`src/rtl/hazard_ctrl_pkg.sv`:
```
// hazard_ctrl_pkg: shared state encodings and counter width for the pipeline hazard controller
package hazard_ctrl_pkg;
   typedef enum logic {RUN = 1'b0, MD_WAIT = 1'b1} hz_state_t;
   localparam int STALL_W = 16;
endpackage

```
`src/rtl/load_use_detect.sv`:
```
// load_use_detect: flags an ID source register that depends on a load still in EX
module load_use_detect (
   input  logic       mem_read,
   input  logic [4:0] ex_rt,
   input  logic [4:0] id_rs,
   input  logic [4:0] id_rt,
   input  logic       uses_rt,
   output logic       hit
);
   assign hit = mem_read && ex_rt != 5'd0 && (ex_rt == id_rs || (uses_rt && ex_rt == id_rt));
endmodule

```
`src/rtl/hazard_ctrl.sv`:
```
// hazard_ctrl: stall/flush/interrupt control for a 5-stage pipeline with multi-cycle mul/div
module hazard_ctrl
   import hazard_ctrl_pkg::*;
#(
   parameter int MULDIV_CYCLES = 4
) (
   input  logic               clk,
   input  logic               reset,
   input  logic [4:0]         ID_rs,
   input  logic [4:0]         ID_rt,
   input  logic               ID_uses_rt,
   input  logic               ID_EX_MemRead,
   input  logic [4:0]         ID_EX_rt,
   input  logic               ID_jump,
   input  logic               EX_branch_taken,
   input  logic               ID_muldiv,
   input  logic               irq,
   output logic               PC_write,
   output logic               IF_ID_write,
   output logic               IF_ID_flush,
   output logic               ID_EX_flush,
   output logic               irq_ack,
   output logic [STALL_W-1:0] stall_count
);
   hz_state_t  state, state_next;
   logic [2:0] md_cnt, md_cnt_next;
   logic       irq_pend, load_use;

   load_use_detect u_lud (
      .mem_read(ID_EX_MemRead),
      .ex_rt   (ID_EX_rt),
      .id_rs   (ID_rs),
      .id_rt   (ID_rt),
      .uses_rt (ID_uses_rt),
      .hit     (load_use)
   );

   // Priority: reset, branch (also aborts a wrong-path mul/div), mul/div wait, jump, load-use, new mul/div, irq
   always_comb begin
      PC_write    = 1'b1;
      IF_ID_write = 1'b1;
      IF_ID_flush = 1'b0;
      ID_EX_flush = 1'b0;
      irq_ack     = 1'b0;
      state_next  = state;
      md_cnt_next = md_cnt;
      if (!reset) begin
         PC_write    = 1'b0;
         IF_ID_write = 1'b0;
      end else if (EX_branch_taken) begin
         IF_ID_flush = 1'b1;
         ID_EX_flush = 1'b1;
         state_next  = RUN;
         md_cnt_next = 3'd0;
      end else if (state == MD_WAIT) begin
         PC_write    = 1'b0;
         IF_ID_write = 1'b0;
         ID_EX_flush = 1'b1;
         md_cnt_next = md_cnt - 3'd1;
         state_next  = md_cnt <= 3'd1 ? RUN : MD_WAIT;
      end else if (ID_jump) begin
         IF_ID_flush = 1'b1;
      end else if (load_use || ID_muldiv) begin
         PC_write    = 1'b0;
         IF_ID_write = 1'b0;
         ID_EX_flush = 1'b1;
         state_next  = load_use ? RUN : MD_WAIT;
         md_cnt_next = load_use ? md_cnt : 3'(MULDIV_CYCLES - 1);
      end else if (irq_pend) begin
         irq_ack     = 1'b1;
         IF_ID_flush = 1'b1;
      end
   end

   always_ff @(posedge clk or negedge reset) begin
      if (!reset) begin
         state       <= RUN;
         md_cnt      <= 3'd0;
         irq_pend    <= 1'b0;
         stall_count <= '0;
      end else begin
         state       <= state_next;
         md_cnt      <= md_cnt_next;
         irq_pend    <= irq_ack ? 1'b0 : (irq_pend | irq);
         stall_count <= (!PC_write && stall_count != '1) ? stall_count + 1'b1 : stall_count;
      end
   end
endmodule

```
`config.mk`:
```
export PLATFORM = sky130hd
export DESIGN_NAME = hazard_ctrl
export DESIGN_NICKNAME = d
export VERILOG_FILES = /design/src/rtl/hazard_ctrl_pkg.sv /design/src/rtl/load_use_detect.sv /design/src/rtl/hazard_ctrl.sv
export SDC_FILE = /design/constraint.sdc
export NUM_CORES = 1
export LEC_CHECK = 0
export ABC_AREA = 1
export BUFFER_PORTS_ARGS = -buffer_cell sky130_fd_sc_hd__buf_4
export CORE_MARGIN = 2
export CORE_UTILIZATION = 30
export CTS_CLUSTER_SIZE = 30
export DETAILED_ROUTE_END_ITERATION = 12
export HOLD_SLACK_MARGIN = 0.12
export PLACE_DENSITY = 0.52
export SLEW_MARGIN = 5
export SYNTH_ARGS = -nofsm -noshare
export SYNTH_HDL_FRONTEND = slang
export SYNTH_SLANG_ARGS = --single-unit
```
`constraint.sdc`:
```
create_clock -name clk -period 2.2 [get_ports clk]
set_input_delay 0.22 -clock clk [delete_from_list [all_inputs] [get_ports clk]]
set_output_delay 0.22 -clock clk [all_outputs]
set_load 0.03 [all_outputs]
```
==> metrics.txt, run 1 <==
worst slew pin tran 0.306 ns; WL/cell 10.5 microns; most common cell in the netlist nand2_1; Top FF cell, synth dfrtp_1; GR Util met2 0.236; Slowest Stage Delay on Critical Path 0.42 ns; core area 0.00482 sq mm; DPL Wire Length 2.89 mm; grt peak-use layer met2; CTS clk-pin slew, worst paths 0.08 ns; CP Capture Type flop; via count 1545; Post-Syn Nets 260; arrival time worst endpoint 2.01 ns; Max Cap Violations 0; top cells by count, synth nand2_1 (86), inv_1 (39), nand3_1 (28); Antenna Cells 0; post-synthesis average cell area 6.52 sq um; outcome completed; Top Ports 44; largest net degree at the start of global routing 26; Max VDD drop 0.419 mV; most used cell along the critical path nand2_1; met1 Usage GRT 0.183; GR Overflow Total 0; initial antenna violation count 0; RSZ-0062 raised after global routing no; Synth Cell Area 0.00153 sq mm; Die Span Y 75.3 microns; Critical-path top delay cell dfrtp_1; Final Hold Fails 0; Initial Util 0.317; Fillers 551; CP bufs+invs 0; Num CTS Buffers 3; flop and latch count out of synthesis 21; routed wire length 3.66 mm; CP delay by family, top simple AND/OR/NAND/NOR gates; Synth area leader dfrtp_1; Root Buffer clkbuf_8; Crit Path Category reg -> reg; Total GRT Usage 0.136; top cells by area, synth dfrtp_1 (34%), nand2_1 (21%), inv_1 (9.6%); sequential fraction of the synthesis area 0.344; Clk Latency, worst-skew pair 0.26 ns; number of synthesized flops with an enable pin 0; Hold WC Path Type in -> reg; area of the multi-input gates 810 sq um; CTS H-tree lvls 1; RePlAce Congestion 0.811; CTS resizes 0; Finish-stage setup viols 0; PortBufs 43; PD cells 617 mW/mm^2; crit start category flop; post-layout util 0.409; std cell rows 25; final net count 308; M3 GR Usage 0.0172; Crit path required time 2.40 ns; min cycle time layout 1.81 ns; setup_tns 0 ns; fmax 0.552 GHz; Ys Warns 0; Static Leak 1.12 nW; Slew Viols, Final 0; DIE WIDTH 75.3 microns; DRT antenna net count 0; global-route wire length before repair 6.18 mm; layout cells sized above 1 0.206; DRC 0; crit share post-route 0.824; Post-synth ARST share 1.00; area fraction of the dominant cell type after synthesis 0.344; area growth from synthesis to layout 29.0%; critical path cell sequence ha_1 -> nand2_1 -> nor4_2 -> nand4_2 -> nand2_2 -> nand2_1 -> nand2_1; via density per instance 4.44; number of global-route vias before repair 1455; # clock sinks 21; Slew headroom 0.794; crit path max fanout 10; DRT Pass-1 Iters 4; Clock Tree Buf Depth 2; Yosys cell types 26; FF+latch area 526 sq um; Clock Skews 0.00202 ns; Starting DRT DRC Count 31; CTS tree yes; Synth Instances 234; die area 0.00567 sq mm
routing by layer:
layer,share of wire,vias to the layer above
met5,0,-
met4,0.0055,0
met3,0.042,4
met2,0.46,30
met1,0.49,695
li1,-,816
final timing paths:
| check | startpoint | to | slack (ns) | cells after the start |
|---|---|---|---|---|
| max in group asynchronous | reset | stall_count[6] | 1.43 | 3 |
| setup / recovery | stall_count[0] | stall_count[15] | 0.39 | 7 |
| min in group asynchronous | reset | irq_pend | 0.31 | 2 |
| hold reg to reg | md_cnt[1] | md_cnt[1] | 0.48 | 2 |
| setup reg to reg | stall_count[0] | stall_count[15] | 0.39 | 7 |
| hold / removal | irq | irq_pend | 0.19 | 3 |
logic make-up after synthesis:
kind of cell / Yosys count / share of synthesized area
simple gates: 145 / 0.412
xor+xnor: 9 / 0.0516
compound gates: 11 / 0.0418
fa+ha+maj: 3 / 0.0246
flops: 21 / 0.344
buf+inv: 45 / 0.125
final cells by class:
class                      instances  area share
clock buffer                       4      0.0229
multi-input combinational        168       0.411
sequential                        21       0.267
tap                               67      0.0426
timing repair buffer              46       0.177
inverter                          42      0.0801
layout by cell type (no fill, tap or decap), types with 2 or more instances in the layout:
cell / n
nand3_1: 28
nor3_1: 3
ha_1: 3
nor2_1: 18
nand4_1: 2
clkbuf_8: 3
inv_2: 3
dfrtp_1: 21
xnor2_1: 3
xor2_1: 6
nand2_2: 3
buf_4: 45
inv_1: 39
nand2_1: 86
o21ai_0: 6
worst register-to-register path: cells and delay by family, from the launching register on:
kind                     cells  cell delay [ns]
flip-flops                   1             0.42
adder cells (fa/ha/maj)      1             0.20
AND/OR/NAND/NOR              6             1.13
power by group:
| group | switching (mW) | leakage (nW) | internal (mW) | total [mW] |
|---|---|---|---|---|
| registers | 0.0724 | 0.278 | 0.439 | 0.512 |
| logic | 0.270 | 0.817 | 0.179 | 0.448 |
| clock network | 0.126 | 0.0228 | 0.129 | 0.255 |
| total | 0.468 | 1.12 | 0.747 | 1.21 |
state kept, by name, indices dropped and copies added, names as in the netlist:
signal	count
md_cnt	3
irq_pend	1
state	1
stall_count	16
per-stage QoR:
| step | cells | area [sq um] | setup slack (ns) | hold WS (ns) | power (mW) |
|---|---|---|---|---|---|
| 3_3_place_gp | 343 | 1910 | 0.461 | 0.0444 | 0.970 |
| 5_1_grt | 348 | 1970 | 0.149 | 0.198 | 1.30 |
| 2_1_floorplan | 234 | 1530 | 0.417 | -0.0756 | 0.799 |
| 3_5_place_dp | 343 | 1910 | 0.406 | 0.0450 | 0.971 |
| 4_1_cts | 348 | 1970 | 0.381 | 0.188 | 1.24 |
| 6_report | 348 | 1970 | 0.387 | 0.188 | 1.21 |
timing repair:
action,in CTS,in global routing
buffers inserted,0,0
hold endpoints to repair,21,0
hold buffers,1,0
No activity file was read; power rests on OpenSTA's default activity.
==> run 2: changes to the inputs <==
Clock period 2.2 ns to 1.7 ns, I/O delays scaled along.
==> run 2 against run 1 <==
- worst setup slack lost 0.28 ns
- sequential share of layout area shrank 1.2 points
- critical path depth shrank 2
- via count grew 0.26%
- sequential cell count is the same
- design area grew 5.4%
- power grew 34%
- core utilization grew 2.2 points
- critical path type is now in -> out
- critical endpoint is now IF_ID_flush
- largest power group unchanged
==> metrics.txt, run 2 (synthesized netlist as in run 1, its figures left out) <==
Antenna Cells 0 (unchanged); critical path depth 5 (-2); setup ws final 0.111 ns (-0.276 ns); DRT Pass-1 Iters 4 (unchanged); final net count 316 (+2.6%); die area 0.00567 sq mm (unchanged); RePlAce Congestion 0.856 (+5.5%); CP bufs+invs 4 (+4); via count 1549 (+0.26%); Slew Viols, Final 0 (unchanged); largest net degree at the start of global routing 17 (-35%); Worst R2R End stall_count[13]; DRT antenna net count 0 (unchanged); Initial Util 0.317 (unchanged); crit path max fanout 12 (+2); std cell rows 25 (unchanged); Num CTS Buffers 3 (unchanged); # clock sinks 21 (unchanged); routed wire length 3.61 mm (-1.3%); CTS clk-pin slew, worst paths 0.08 ns (about the same); Root Buffer clkbuf_8; PortBufs 43 (unchanged); layout cells sized above 1 0.260 (+0.0531); Reg2Reg Depth 11 (+4); CTS tree yes; hold wc startpoint EX_branch_taken; core area 0.00482 sq mm (unchanged); Worst Hold End md_cnt[1]; outcome completed; Die Span Y 75.3 microns (unchanged); Slew headroom 0.792 (-0.00249); Critical-path top delay cell dlygate4sd3_1; Post-DP Area 0.00197 sq mm (+2.9%); area growth from synthesis to layout 36.0%; Fillers 526 (-4.5%); post-layout util 0.431 (+0.0221); Clock Tree Buf Depth 2 (unchanged); max reg flops 16 (unchanged); worst r2r src stall_count[0]; Hold WC Path Type in -> reg; GR Overflow Total 0 (unchanged); crit start category input pin; initial antenna violation count 0 (unchanged); Clk Latency, worst-skew pair 0.26 ns (about the same); top flop regs stall_count: 16 flops, md_cnt: 3 flops; DPL Wire Length 2.85 mm (-1.5%); Finished Layout Cells 356 (+2.3%); hold depth 4 (+1); Static Leak 1.17 nW (+4.3%); CP Capture Type primary output; critical path cell sequence dlygate4sd3_1 -> buf_4 -> inv_1 -> a221oi_2 -> buf_4; fmax 0.629 GHz; Clock Skews 0.00558 ns (+0.00356 ns); worst slack, placed 0.0371 ns (-0.369 ns); Finish-stage setup viols 0 (unchanged); arrival time worst endpoint 1.42 ns (-0.59 ns); WL/cell 10.1 microns (-3.6%); Crit path required time 1.53 ns (-0.87 ns); RSZ-0062 raised after global routing yes; Crit Path Category in -> out; cell count after placement 350 (+2.0%); Final Hold Fails 0 (unchanged); commonest non-fill, non-tap cells in the layout nand2_1 (85), buf_4 (50), inv_1 (37); number of global-route vias before repair 1411 (-3.0%); Max VDD drop 0.617 mV (+47%); CP delay by family, top buffers and inverters; Total GRT Usage 0.133 (-0.00292); Max Cap Violations 0 (unchanged); CTS H-tree lvls 1 (unchanged); DIE WIDTH 75.3 microns (unchanged); global-route wire length before repair 5.95 mm (-3.7%); Top Ports 44 (unchanged); post-route cell area 0.00208 sq mm (+5.4%); most used cell along the critical path buf_4; worst slew pin tran 0.310 ns (+0.00447 ns); Starting DRT DRC Count 23 (-26%); min cycle time layout 1.59 ns; most common cell after layout, fill and taps aside nand2_1; Largest Register stall_count; Slowest Stage Delay on Critical Path 0.52 ns (+0.10 ns); PD cells 783 mW/mm^2 (+27%); R2R Setup Slk 0.13 ns (-0.26 ns); crit share post-route 0.935; DRC 0 (unchanged); via density per instance 4.35 (-2.0%)
==> run 2: changes by cell type in the layout (fill, tap and decap cells not counted), moves of 2 or more <==
cell     delta
inv_1       -2
nor2_2      +2
inv_2       +2
nor2_1      -2
buf_6       +2
dfrtp_1     -2
dfrtp_2     +2
buf_4       +5
==> run 2: area by class of cell <==
cell class | count | area (sq um) | area share
clock inverters | 1 | 5.00 | 0.00241
repair buffers | 54 | 418 | 0.201
inverters | 42 | 158 | 0.0759
flip-flops and latches | 21 | 528 | 0.254
clock buffers | 3 | 41.3 | 0.0199
well taps | 67 | 83.8 | 0.0404
multi-input cells | 168 | 842 | 0.406
==> run 2: worst max path at each step <==
| stage | startpoint | to | slack, ns |
|---|---|---|---|
| after floorplan | ID_EX_rt[2] | IF_ID_flush | 0.02 |
| after global placement | ID_EX_rt[1] | stall_count[11] | 0.07 |
| after detailed placement | ID_EX_rt[2] | stall_count[14] | 0.04 |
| after CTS | stall_count[0] | stall_count[13] | 0.05 |
| after global routing | stall_count[0] | stall_count[13] | -0.04 |
| final | reset | IF_ID_flush | 0.11 |
==> run 2: worst register-to-register path, cell delays in order, from the launching register on <==
cell and delay, ns:
dfrtp_2 0.44, ha_1 0.24, nand2_2 0.11, nor3_2 0.06, nand4_1 0.10, nand2_1 0.11, nor2_2 0.13, nand2_1 0.07
inv_1 0.07, nand2_1 0.05, nand2_1 0.05, nand2_1 0.05
==> run 2: what timing repair did <==
action,in CTS,in global routing
resized for setup,0,12
hold buffers,2,0
endpoints found under the setup margin,0,6
setup buffers,0,0
hold endpoints to repair,22,0
==> run 2: where the power goes <==
group	switching [mW]	internal (mW)	total, mW
registers	0.0801	0.572	0.653
clock network	0.168	0.163	0.332
logic	0.375	0.265	0.640
total	0.624	1.00	1.62
==> run 2: metal layers <==
metal,wire length (microns),up-vias,global-route usage
li1,-,833,-
met2,1670,31,0.220
met3,146,2,0.0198
met5,0,-,0
met1,1780,683,0.182
met4,13,0,0.0351
==> run 2: stage by stage <==
stage	hold slack [ns]	total power [mW]	TNS [ns]
after floorplan	-0.126	1.04	0
after global placement	0.0180	1.28	0
after detailed placement	0.0181	1.28	0
after CTS	0.232	1.64	0
after global routing	0.256	1.74	-0.0447
final	0.236	1.62	0
